<file path="src/rtl/brtag_manager.sv">
// rtl/brtag_manager.sv - one-hot speculative branch tag allocator and resolver; BRTAG_STATS_EN adds resolution counters
module brtag_manager #(
    parameter int SPECTAG_LEN = 5,
    parameter int ADDR_LEN    = 32
) (
    input  logic                               clk,
    input  logic                               reset,
    input  logic                               alloc_req,
    output logic                               alloc_gnt,
    output logic [SPECTAG_LEN-1:0]             alloc_tag,
    input  logic                               prsuccess,
    input  logic                               prmiss,
    input  logic [SPECTAG_LEN-1:0]             spectag,
    input  logic [SPECTAG_LEN-1:0]             tagregfix,
    input  logic [ADDR_LEN-1:0]                jmpaddr,
    output logic [SPECTAG_LEN-1:0]             busy_vec,
    output logic                               full,
    output logic [$clog2(SPECTAG_LEN+1)-1:0]   count,
    output logic                               kill_valid,
    output logic [SPECTAG_LEN-1:0]             kill_mask,
    output logic                               redirect_valid,
    output logic [ADDR_LEN-1:0]                redirect_pc,
    output logic [SPECTAG_LEN-1:0]             free_mask
`ifdef BRTAG_STATS_EN
    ,
    output logic [31:0]                        stat_succ,
    output logic [31:0]                        stat_miss
`endif
);

    localparam int CNT_W = $clog2(SPECTAG_LEN + 1);

    logic [SPECTAG_LEN-1:0] tagreg;
    logic [SPECTAG_LEN-1:0] younger;
    logic [SPECTAG_LEN-1:0] walk;
    logic                   walking;
    logic                   spec_onehot;
    logic                   accept;
    logic                   miss_acc;
    logic                   succ_acc;

    // The ring is full once the next tag to hand out is still outstanding.
    assign full      = |(busy_vec & tagreg);
    assign alloc_gnt = alloc_req & ~full & ~prmiss;
    assign alloc_tag = tagreg;

    // Resolutions naming a malformed or idle tag are dropped without side effects.
    assign spec_onehot = (spectag != '0) && ((spectag & (spectag - SPECTAG_LEN'(1))) == '0);
    assign accept      = spec_onehot & (|(busy_vec & spectag));
    assign miss_acc    = prmiss & accept;
    assign succ_acc    = prsuccess & ~prmiss & accept;

    // Walk the ring in allocation order from the tag after the missed branch up to the allocation pointer.
    always_comb begin
        younger = '0;
        walk    = tagregfix;
        walking = 1'b1;
        for (int i = 0; i < SPECTAG_LEN; i++) begin
            if (walk == tagreg) begin
                walking = 1'b0;
            end
            if (walking) begin
                younger = younger | (walk & busy_vec);
            end
            walk = {walk[0], walk[SPECTAG_LEN-1:1]};
        end
    end

    // Outstanding-tag population count.
    always_comb begin
        count = '0;
        for (int i = 0; i < SPECTAG_LEN; i++) begin
            count = count + CNT_W'(busy_vec[i]);
        end
    end

    // Tag ring state plus the one-cycle kill/redirect/free pulses.
    always_ff @(posedge clk) begin
        if (!reset) begin
            tagreg         <= SPECTAG_LEN'(1);
            busy_vec       <= '0;
            kill_valid     <= 1'b0;
            kill_mask      <= '0;
            redirect_valid <= 1'b0;
            redirect_pc    <= '0;
            free_mask      <= '0;
        end else begin
            if (miss_acc) begin
                busy_vec <= busy_vec & ~(spectag | younger);
                tagreg   <= tagregfix;
            end else begin
                busy_vec <= (busy_vec & ~(succ_acc ? spectag : '0)) | (alloc_gnt ? tagreg : '0);
                if (alloc_gnt) begin
                    tagreg <= {tagreg[0], tagreg[SPECTAG_LEN-1:1]};
                end
            end
            kill_valid     <= miss_acc;
            redirect_valid <= miss_acc;
            kill_mask      <= miss_acc ? younger : '0;
            if (miss_acc) begin
                redirect_pc <= jmpaddr;
            end
            free_mask <= (miss_acc | succ_acc) ? spectag : '0;
        end
    end

`ifdef BRTAG_STATS_EN
    // Saturating counts of accepted resolutions.
    always_ff @(posedge clk) begin
        if (!reset) begin
            stat_succ <= '0;
            stat_miss <= '0;
        end else begin
            if (succ_acc && stat_succ != 32'hFFFF_FFFF) begin
                stat_succ <= stat_succ + 32'd1;
            end
            if (miss_acc && stat_miss != 32'hFFFF_FFFF) begin
                stat_miss <= stat_miss + 32'd1;
            end
        end
    end
`endif

endmodule

</file>
<file path="config.mk">
export PLATFORM = sky130hd
export DESIGN_NAME = brtag_manager
export DESIGN_NICKNAME = d
export VERILOG_FILES = /design/src/rtl/brtag_manager.sv
export SDC_FILE = /design/constraint.sdc
export NUM_CORES = 1
export LEC_CHECK = 0
export ABC_AREA = 1
export BUFFER_PORTS_ARGS = -buffer_cell sky130_fd_sc_hd__buf_2
export CORE_MARGIN = 1.5
export CORE_UTILIZATION = 45
export CTS_CLUSTER_SIZE = 16
export DETAILED_ROUTE_END_ITERATION = 12
export PLACE_DENSITY = 0.76
export SKIP_CTS_REPAIR_TIMING = 1
export SLEW_MARGIN = 15
export SYNTH_ARGS = -nofsm -noshare
export SYNTH_HDL_FRONTEND = slang
export SYNTH_SLANG_ARGS = --single-unit
</file>
<file path="constraint.sdc">
create_clock -name clk -period 1.6 [get_ports clk]
set_input_delay 0.32 -clock clk [delete_from_list [all_inputs] [get_ports clk]]
set_output_delay 0.32 -clock clk [all_outputs]
set_load 0.01 [all_outputs]
</file>
* Word level (Yosys, flattened, before mapping)
Index checks and enable logic that the tools add are counted.
** Storage, ports and cells
- Register bits after elaboration :: 53
- Input bits :: 47
- Output and inout bits :: 59
- Logic and storage cells :: 66
** Cells by class
- Add/subtract/negate cells :: 5
- Equal/unequal tests :: 5
- Multiplexer cells :: 15
- Bitwise logic cells :: 27
- Reductions and logical operators :: 8
** Operator list (count)
- $and 5x5->5 :: 10
- $mux 5 :: 10
- $or 5x5->5 :: 6
- $eq 5x5->1 :: 5
- $not 5->5 :: 2
- $reduce_or 5->1 :: 2
- $add 3x1->3 :: 2
- $and 1x1->1 :: 6
- $logic_not 5->1 :: 1
- $mux 1 :: 5
- $reduce_bool 5->1 :: 1
- $sub 5x1->5 const B :: 1
- $reduce_and 2->1 :: 2
- $add 2x1->3 :: 1
- $add 1x1->2 :: 1
- $not 1->1 :: 2
- $reduce_bool 2->1 :: 1
- $logic_and 1x1->1 :: 1
- $or 1x1->1 :: 1

* Depth between registers and ports, before layout
Gate-level depths: netlist of run 1.
- Depth in word-level cells :: 14
- Gate-level depth with buffers :: 12
- Gate-level depth less buffers :: 11

* Worst setup path after synthesis of run 1
Ideal clock, no wire load.
- Kind :: register to output
- Start :: reg busy_vec[1]
- End :: out count[1]
- Arrival :: 1.523 ns
- Data required time :: 1.280 ns
- Slack :: -0.243 ns
- Cell stages (with the launch flop) :: 4
- Path buffers :: 0
- Cell sequence :: dfxtp_1 fa_1 fa_1 ha_1
** On the way
- Longest elaborated chain between the ends :: 4
** RTL lines
- start: declaration :: RTL line 16 : output logic [SPECTAG_LEN-1:0] busy_vec,
- start signal: assignment :: RTL line 89 : busy_vec <= busy_vec & ~(spectag | younger);
- start signal: assignment :: RTL line 92 : busy_vec <= (busy_vec & ~(succ_acc ? spectag : '0)) | (alloc_gnt ? tagreg : '0);
- $add 1x1->2 :: RTL line 73 : count = count + CNT_W'(busy_vec[i]);
- $add 2x1->3 :: RTL line 73
- $add 3x1->3 (2 in a row) :: RTL line 73
- end: declaration :: RTL line 18 : output logic [$clog2(SPECTAG_LEN+1)-1:0] count,
Every way passes these cells.

* Final worst setup path of run 1
- Start :: reg busy_vec[0]
- End :: out count[1]
The elaborated chain is that of the path after synthesis.

==> results of run 1 <==
[final cells by class]
cell class                      count  area, um^2  area share (%)
Multi-Input combinational cell    313        1750            41.4
Sequential cell                    53        1080            25.5
Timing Repair Buffer              157         996            23.5
Inverter                           47         189            4.46
Tap cell                           77        96.3            2.28
Clock buffer                        5        68.8            1.63
Clock inverter                      3        50.0            1.18
[logic make-up after synthesis]
logic type / share of synthesized area (%)
buffers and inverters: 13.5
AO/OA/AOI/OAI: 11.1
XOR/XNOR: 3.23
adder cells (fa/ha/maj): 1.76
AND/OR/NAND/NOR: 34.9
flip-flops: 35.5
[worst max path at each step]
stage | from | endpoint | slack (ps) | depth (start not counted)
4_1_cts | busy_vec[0] | count[1] | -620 | 4
6_report | busy_vec[0] | count[1] | -590 | 4
3_5_place_dp | busy_vec[0] | count[1] | -260 | 4
2_1_floorplan | busy_vec[0] | count[1] | -170 | 3
5_1_grt | busy_vec[0] | count[1] | -640 | 4
3_3_place_gp | busy_vec[0] | count[1] | -250 | 4
[report_power, final]
part	total (mW)	switching [mW]	internal, mW
logic	0.831	0.458	0.373
registers	1.39	0.0377	1.35
clock network	0.974	0.494	0.480
[metal layers]
layer	global-route usage [%]	vias to the layer above	routed length (um)
met5	0	-	0
met2	37.2	172	4300
li1	-	1662	-
met1	28.0	1507	3580
met3	6.19	16	801
met4	6.01	0	107
[flip-flops by register name, indices dropped and copies added, names as in the netlist]
signal          flops
redirect_pc        32
redirect_valid      1
free_mask           5
alloc_tag           5
busy_vec            5
kill_mask           5
[Yosys cell counts, types with 4 or more instances]
cell type	number	area share [%]
a21oi_1	48	8.0
a31oi_1	5	1.0
buf_2	7	1.2
buf_4	6	1.5
buf_6	11	4.1
clkbuf_1	5	0.63
dfxtp_1	53	36
inv_1	41	5.2
inv_2	5	0.63
nand2_1	162	20
nand3_1	23	3.9
nand3_2	4	1.3
nand4_1	13	2.7
nor2_1	21	2.6
nor2_2	8	1.7
o21bai_1	4	1.0
xnor2_1	6	1.8
xor2_1	5	1.5
[worst max-delay path, cell delays in order (launching register included)]
cell and delay [ps]:
dfxtp_2 340, fa_1 490, fa_2 360, ha_4 270
buf_6 90
[through the flow]
stage                     power [mW]  cells  utilization (%)
after global routing            3.32    655             66.3
after floorplan                 1.85    440                -
after CTS                       3.05    647             60.8
after global placement          2.08    639             58.9
after detailed placement        2.09    639             58.9
final                           3.20    655             66.3
==> reports/metrics.csv, run 1 <==
stage;metric;value;unit
sta;hold_viol;0;
worst_hold_path;holdCritStartpoint;jmpaddr[14];
detailed_routing;drt.antenna.violating_nets;0;
clock_tree;clock-root-buffer;clkbuf_8;
die;dieArea;7130;um^2
placement;dp_hpwl;6.02;mm
sta;tns;-2690;ps
die;core.rowCount;29;
global_route;grt_pass1_vias;2948;
synth;syn_avg_cell_area;6.78;um^2
cells_and_area;final_cell_mix;nand2_1 (157), buf_2 (102), dfxtp_1 (45);
flow_run;maxCapViolCount;0;
detailed_routing;drtPass1Iterations;5;
placement;io_buffers;105;
cells_and_area;final_common_cell;nand2_1;
critical_path;critPathCaptureType;output port;
cells_and_area;layout-drive-gt1-share;40.5;%
synth;seq_area_frac_synth;35.5;%
detailed_routing;num_vias;3357;
sta;setup_violations;14;
power_and_ir_drop;vdd_ir_drop_max;0.587;mV
global_route;grt_overflow;0;
critical_path;rr_worst_depth;11;
clock_tree;htreeDepth;2;
synth;syn_area;2990;um^2
placement;pre_cts_ws;-263;ps
clock_tree;cts_max_path_buffers;2;
synth;ys_warn_count;0;
cells_and_area;syn_to_final_growth;41.7;%
power_and_ir_drop;power_density;756;nW/um^2
synth;synth_edf_count;0;
clock_tree;cts_tree;built;
sta;hold-worst-slack;230;ps
synth;synth_cell_type_count;29;
detailed_routing;wl;8.79;mm
synth;synth_nets;490;
clock_tree;clk-insertion-delay-late;320;ps
critical_path;path_max_fanout;2;
critical_path;critPathArrivalTime;1870;ps
critical_path;reg2reg_to;busy_vec[1];
worst_hold_path;hp-class;in -> reg;
die;die_w;84.5;um
sta;finalCritPeriodShare;137;%
global_route;track_usage;22.1;%
clock_tree;cts_made_buffers;5;
clock_tree;clkTransAtPathRegs;100;ps
global_route;grt_pass1_wl;13.0;mm
worst_hold_path;holdPathEnd;redirect_pc[14];
detailed_routing;drc_errors;0;
critical_path;setup.worst_path.start_class;flip-flop;
power_and_ir_drop;p_leak;2.14;nW
synth;yosys_register_bits;53;
die;pin_count;106;
clock_tree;cts_num_sinks;53;
die;die_h;84.5;um
synth;synthArstFlopShare;0;%
worst_hold_path;worstHoldPathCells;3;
synth;synth_cells;440;
outcome;status;finished with violations;
global_route;antenna_found_initial;0;
sta;slew_headroom;79.9;%
detailed_routing;via_per_inst;5.13;
placement;routabilityCongestion;0.886;
sta;max_clock_freq;456;MHz
detailed_routing;drt_iter0_drc;216;
critical_path;r2r_slack;-110;ps
cells_and_area;fill_cells;542;
placement;placed_area;3760;um^2
sta;rsz0062_at_grt;true;
detailed_routing;routedWlPerCell;13.4;um
sta;fin_crit;2190;ps
critical_path;critPathRequiredTime;1280;ps
cells_and_area;design_area;4230;um^2
cells_and_area;antenna-diode-count;0;
sta;fin_skew;4.98;ps
die;core-area;6390;um^2
global_route;grt_max_degree;33;
sta;worstMarginPinSlew;299;ps
critical_path;rr_startpoint;alloc_tag[0];
outcome;violations;setup timing;
cells_and_area;finalNetCount;627;
sta;setup_slack;-592;ps
synth;ys.flop_type;dfxtp_1;
critical_path;path_class;reg -> out;
sta;drv_slew;0;
die;initial_core_util;46.7;%
No activity file was read; power rests on OpenSTA's default activity.
==> run 2, diff against run 1 <==
Clock period 1.6 ns to 1.8 ns, I/O delays scaled along.
==> run 2 against run 1 <==
Net effect: the run still ends with setup timing left; non-clock buffer count fell by 29; die area did not move; register-to-register slack improved by 200 ps; first-iteration DRC count fell by 1.9%.
==> reports/metrics.csv, run 2 (synthesis results as in run 1) <==
stage;metric;value;unit;change
placement;io_buffers;105;;unchanged
global_route;antenna_found_initial;0;;unchanged
detailed_routing;drc_errors;0;;unchanged
global_route;grt_use_met1;25.5;%;-2.5 points
detailed_routing;drt_iter0_drc;212;;-1.9%
critical_path;rr_worst_depth;10;;-1
critical_path;r2r_slack;90;ps;+200 ps
sta;slew_headroom;82.0;%;+2.1 points
cells_and_area;layout-drive-gt1-share;31.4;%;-9.0 points
sta;setup_violations;4;;-10
cells_and_area;finish.utilization;58.5;%;-7.7 points
worst_hold_path;holdCritStartpoint;jmpaddr[15];;
sta;hold_viol;0;;unchanged
sta;worstMarginPinSlew;269;ps;-30.4 ps
clock_tree;clkTransAtPathRegs;110;ps;about the same
cells_and_area;finalNetCount;596;;-4.9%
clock_tree;clk-insertion-delay-late;310;ps;about the same
detailed_routing;drt.antenna.violating_nets;0;;unchanged
die;dieArea;7130;um^2;unchanged
critical_path;path_class;reg -> out;;
die;core.rowCount;29;;unchanged
cells_and_area;antenna-diode-count;0;;unchanged
power_and_ir_drop;p_comb_share;22.7;%;-3.3 points
detailed_routing;num_vias;3127;;-6.9%
clock_tree;cts_num_sinks;53;;unchanged
detailed_routing;drtPass1Iterations;4;;-1
sta;fin_crit;2220;ps;
clock_tree;cts_tree;built;;
global_route;grt_pass1_wl;12.4;mm;-4.9%
die;die_w;84.5;um;unchanged
clock_tree;cts_made_buffers;5;;unchanged
sta;rsz0062_at_grt;true;;
flow_run;maxCapViolCount;0;;unchanged
detailed_routing;via_per_inst;5.01;;-2.2%
worst_hold_path;worstHoldPathCells;3;;unchanged
worst_hold_path;holdPathEnd;redirect_pc[15];;
critical_path;setup.worst_path.start_class;flip-flop;;
power_and_ir_drop;p_switching;0.784;mW;-21%
global_route;grt_max_degree;38;;+15%
cells_and_area;final_common_cell;nand2_1;;
critical_path;reg2reg_to;alloc_tag[4];;
outcome;status;finished with violations;;
power_and_ir_drop;pwr-share-clk;28.1;%;-2.4 points
critical_path;critPathCaptureType;output port;;
power_and_ir_drop;seq_power_share;49.3;%;+5.8 points
placement;placed_area;3580;um^2;-4.9%
critical_path;critPathArrivalTime;1860;ps;about the same
sta;fin_skew;11.9;ps;+6.87 ps
clock_tree;clock-root-buffer;clkbuf_8;;
detailed_routing;routedWlPerCell;11.9;um;-11%
cells_and_area;syn_to_final_growth;25.2;%;
power_and_ir_drop;vdd_ir_drop_max;0.479;mV;-18%
critical_path;critPathRequiredTime;1440;ps;+160 ps
cells_and_area;design_area;3740;um^2;-12%
critical_path;path_max_fanout;2;;unchanged
sta;drv_slew;0;;unchanged
sta;finalCritPeriodShare;123;%;
power_and_ir_drop;p_leak;1.95;nW;-9.1%
global_route;busiest_layer;met2;;
die;initial_core_util;46.7;%;unchanged
die;core-area;6390;um^2;unchanged
power_and_ir_drop;netSwitchingFraction;31.0;%;about the same
cells_and_area;final_cell_mix;nand2_1 (162), buf_2 (101), a21oi_1 (48);;
sta;max_clock_freq;450;MHz;
power_and_ir_drop;p_int;1.75;mW;-21%
clock_tree;htreeDepth;2;;unchanged
placement;dp_hpwl;5.69;mm;-5.4%
global_route;grt_pass1_vias;2864;;-2.8%
detailed_routing;wl;7.45;mm;-15%
cells_and_area;regMostFlops;redirect_pc;;
clock_tree;cts_max_path_buffers;2;;unchanged
worst_hold_path;hp-class;in -> reg;;
die;die_h;84.5;um;unchanged
global_route;track_usage;20.8;%;-1.4 points
global_route;grt_use_met2;35.7;%;-1.5 points
critical_path;rr_startpoint;busy_vec[0];;
power_and_ir_drop;power.total;2.53;mW;-21%
global_route;grtUsageMet3;6.29;%;+0.098 points
power_and_ir_drop;power_density;677;nW/um^2;-10%
die;pin_count;106;;unchanged
outcome;violations;setup timing;;
placement;routabilityCongestion;0.848;;-4.3%
sta;setup_slack;-420;ps;+172 ps
cells_and_area;largest_register_ffs;32;;unchanged
global_route;grt_overflow;0;;unchanged
[run 2: stage by stage]
stage / instances / TNS (ps) / setup slack (ps) / hold WS [ps]
after detailed placement: 615 / -138 / -113 / 452
after floorplan: 440 / -35.6 / -35.6 / 487
after global routing: 624 / -1530 / -479 / 265
after CTS: 623 / -1440 / -454 / 272
after global placement: 615 / -104 / -101 / 449
final: 624 / -1170 / -420 / 285
[run 2: critical path: stages, from the launching register on]
cell,delay (ps)
dfxtp_2,340
fa_1,490
fa_2,370
ha_4,270
buf_6,90
[run 2: cell type report]
type | instances | area [um^2]
Tap cell | 77 | 96.3
Multi-Input combinational cell | 311 | 1550
Clock inverter | 3 | 28.8
Timing Repair Buffer | 128 | 739
Clock buffer | 5 | 68.8
Sequential cell | 53 | 1070
Inverter | 47 | 179
Fill cell | 628 | 2650
[run 2: per-layer routing]
metal	part of all wire, %	vias to the layer above
met1	43	1403
met5	0	-
met4	1.1	0
met2	48	121
li1	-	1595
met3	8.6	8
[run 2: how the worst max path moves through the flow]
stage | from | end | slack (ps) | cells after the start
2_1_floorplan | busy_vec[0] | count[1] | -40 | 3
3_3_place_gp | busy_vec[0] | count[1] | -100 | 4
3_5_place_dp | busy_vec[0] | count[1] | -110 | 4
4_1_cts | busy_vec[0] | count[1] | -450 | 4
5_1_grt | busy_vec[0] | count[1] | -480 | 4
6_report | busy_vec[0] | count[1] | -420 | 4
[run 2: power by group through the flow]
stage	sequential [mW]	combinational, mW	clock (mW)
global placement	1.27	0.529	0
detailed placement	1.27	0.538	0
global route	1.25	0.637	0.787
floorplan	1.26	0.376	0
CTS	1.25	0.539	0.730
finish	1.25	0.575	0.710
==> run 3, diff against run 2 <==
Settings changed: ABC_AREA 1 to default, CORE_UTILIZATION 45 to 44.
==> run 3 against run 2 <==
Net effect: the flow still finishes with violations (setup timing); sequential share of layout area shrank 4.1 points; setup slack lost 16 ps; synthesized cell count shrank 27%; maximum frequency shrank 0.72%; synthesized area shrank 11%; clock skew grew 0.55 ps; power shrank 7.0%; global-route usage grew 0.65 points; largest cell class unchanged.
==> reports/metrics.csv, run 3 <==
stage;metric;value;unit;change
sta;fin_skew;12.4;ps;+0.555 ps
critical_path;startpoint;busy_vec[0];;
placement;io_buffers;105;;unchanged
clock_tree;clkTransAtPathRegs;110;ps;about the same
synth;ys_top_cells_by_area;dfxtp_1 (40%), nand2_1 (11%), a21oi_1 (7.7%);;
synth;synthSimpleGateAreaFrac;21.1;%;-14 points
critical_path;crit_end;count[1];;
flow_run;maxCapViolCount;0;;unchanged
outcome;violations;setup timing;;
global_route;antenna_found_initial;0;;unchanged
synth;syn_area;2660;um^2;-11%
clock_tree;cts_made_buffers;5;;unchanged
clock_tree;cts_tree;built;;
clock_tree;htreeDepth;2;;unchanged
critical_path;setup.worst_path.start_class;flip-flop;;
power_and_ir_drop;vdd_ir_drop_max;0.438;mV;-8.6%
critical_path;critPathArrivalTime;1880;ps;+20 ps
critical_path;reg2reg_to;kill_mask[4];;
critical_path;path_class;reg -> out;;
cells_and_area;finish.utilization;74.0;%;+15 points
detailed_routing;via_per_inst;5.49;;+9.5%
die;die_h;80.8;um;-4.3%
sta;worstMarginPinSlew;428;ps;+159 ps
synth;synth_nets;370;;-24%
sta;max_clock_freq;447;MHz;-0.72%
cells_and_area;largest_register_ffs;32;;unchanged
critical_path;path_max_fanout;2;;unchanged
die;core.rowCount;28;;-3.4%
die;initial_core_util;45.3;%;-1.5 points
synth;yosysMostFrequentCell;nand2_1;;
detailed_routing;drtPass1Iterations;6;;+2
sta;hold_viol;0;;unchanged
critical_path;critPathRequiredTime;1440;ps;about the same
power_and_ir_drop;p_leak;1.98;nW;+1.6%
synth;syn_avg_cell_area;8.32;um^2;+23%
sta;drv_slew;0;;unchanged
synth;synthXorXnorAreaFrac;7.89;%;+4.7 points
cells_and_area;fill_cells;406;;-35%
die;pin_count;106;;unchanged
outcome;status;finished with violations;;
critical_path;r2r_slack;-250;ps;-340 ps
global_route;grt_max_degree;33;;-13%
clock_tree;clk-insertion-delay-late;310;ps;about the same
global_route;track_usage;21.4;%;+0.65 points
cells_and_area;syn_to_final_growth;63.5;%;
detailed_routing;drc_errors;0;;unchanged
sta;finalCritPeriodShare;124;%;+0.90 points
synth;synthAdderAreaFrac;1.97;%;+0.21 points
synth;synthTopCellsByCount;nand2_1 (75), dfxtp_1 (53), a21oi_1 (41);;
power_and_ir_drop;power_density;541;nW/um^2;-20%
clock_tree;cts_max_path_buffers;2;;unchanged
synth;seq_area_frac_synth;39.8;%;+4.3 points
detailed_routing;drt.antenna.violating_nets;0;;unchanged
global_route;grt_overflow;0;;unchanged
synth;synth_top_family_by_area;compound AO/OA/AOI/OAI gates;;
worst_hold_path;worstHoldPathCells;3;;unchanged
power_and_ir_drop;power.total;2.35;mW;-7.0%
critical_path;rr_startpoint;busy_vec[3];;
synth;synth_top_cell_by_area;dfxtp_1;;
synth;synthArstFlopShare;0;%;unchanged
synth;synth_cell_type_count;48;;+66%
synth;synth_edf_count;0;;unchanged
critical_path;critPathCaptureType;output port;;
cells_and_area;final_common_cell;buf_2;;
cells_and_area;finalNetCount;519;;-13%
detailed_routing;wl_met3;680;um;+5.9%
detailed_routing;highest_layer;met4;;
critical_path;rr_worst_depth;11;;+1
sta;setup_slack;-436;ps;-16.2 ps
placement;routabilityCongestion;0.881;;+3.8%
detailed_routing;route.met2.wl;4.50;mm;+26%
clock_tree;cts_num_sinks;53;;unchanged
cells_and_area;regMostFlops;redirect_pc;;
synth;synth-compound-area-share;21.5;%;+10 points
die;core-area;5890;um^2;-7.8%
sta;rsz0062_at_grt;true;;
clock_tree;clock-root-buffer;clkbuf_8;;
die;die_w;80.8;um;-4.3%
detailed_routing;met1_length;3.49;mm;+10%
global_route;grt_pass1_vias;2444;;-15%
detailed_routing;drt_iter0_drc;203;;-4.2%
synth;yosys.area.top_type_share;39.8;%;+4.3 points
synth;synth_cells;320;;-27%
global_route;grt_pass1_wl;11.1;mm;-11%
sta;slew_headroom;71.5;%;-11 points
synth;muxShareOfSynthArea;1.13;%;+1.1 points
worst_hold_path;hp-class;in -> reg;;
cells_and_area;antenna-diode-count;0;;unchanged
sta;setup_violations;58;;+54
synth;ys.flop_type;dfxtp_1;;
cells_and_area;layout-drive-gt1-share;59.6;%;+28 points
detailed_routing;wl;8.80;mm;+18%
detailed_routing;num_vias;2991;;-4.3%
placement;dp_hpwl;5.14;mm;-9.6%
worst_hold_path;holdCritStartpoint;jmpaddr[1];;
die;dieArea;6530;um^2;-8.4%
detailed_routing;routedWlPerCell;16.1;um;+35%
cells_and_area;final_cell_mix;buf_2 (100), dfxtp_1 (47), buf_4 (39);;
synth;ys_warn_count;0;;unchanged
synth;yosys_register_bits;53;;unchanged
sta;fin_crit;2240;ps;+16.2 ps
cells_and_area;multi_input_area;1860;um^2;+20%
cells_and_area;seq_area;1070;um^2;-0.12%
[run 3: cell types whose count changed after synthesis, sizes merged, moves of 9 or more]
| cell | previous run | this run |
|---|---|---|
| nand3 | 28 | 7 |
| inv | 47 | 5 |
| nand2 | 162 | 75 |
| nand4 | 14 | 1 |
| nor2 | 31 | 10 |
| xor2 | 5 | 19 |
| and3 | 0 | 9 |
[run 3: worst max-delay path: stages (launching register included)]
cell     delay [ps]
dfxtp_2         340
fa_1            490
fa_2            380
ha_4            280
buf_6            90
[run 3: cell type report]
class	instances	area share [%]
multi-input combinational	237	42.8
tap	75	2.15
inverter	5	0.431
sequential	53	24.6
clock buffer	5	1.58
clock inverter	3	0.575
timing repair buffer	167	27.9
[run 3: kinds of logic (layout without fill, tap and decap cells)]
logic type / Yosys count / after routing
AO/OA/AOI/OAI: 82 / 83
XOR/XNOR: 24 / 24
adder cells (fa/ha/maj): 3 / 3
buffers and inverters: 31 / 180
flip-flops: 53 / 53
multiplexers: 3 / 3
AND/OR/NAND/NOR: 124 / 124
[run 3: how the worst min path moves through the flow]
stage / slack [ps] / endpoint
after global placement: 440 / redirect_pc[14]
after global routing: 270 / redirect_pc[0]
after floorplan: 480 / redirect_pc[0]
after CTS: 260 / redirect_pc[30]
final: 280 / redirect_pc[1]
after detailed placement: 440 / redirect_pc[6]
[run 3: where the power goes]
group	internal [mW]	switching, mW
clock network	0.285	0.421
logic	0.210	0.233
registers	1.18	0.0208
[run 3: per-stage QoR]
stage	area, um^2	std cells	setup TNS, ps	setup WS (ps)	hold WS, ps
floorplan	2690	320	-35.7	-35.7	481
global placement	3510	516	-447	-93.1	439
detailed placement	3510	516	-2450	-117	445
CTS	3600	524	-1740	-476	262
global route	4360	545	-13290	-489	265
finish	4360	545	-10630	-436	275
[run 3: layer usage]
layer  vias up  global-route usage, %
met2       159                   36.3
met1      1403                   27.8
met4         0                   4.83
li1       1412                      -
met3        17                   4.61
met5         -                      0
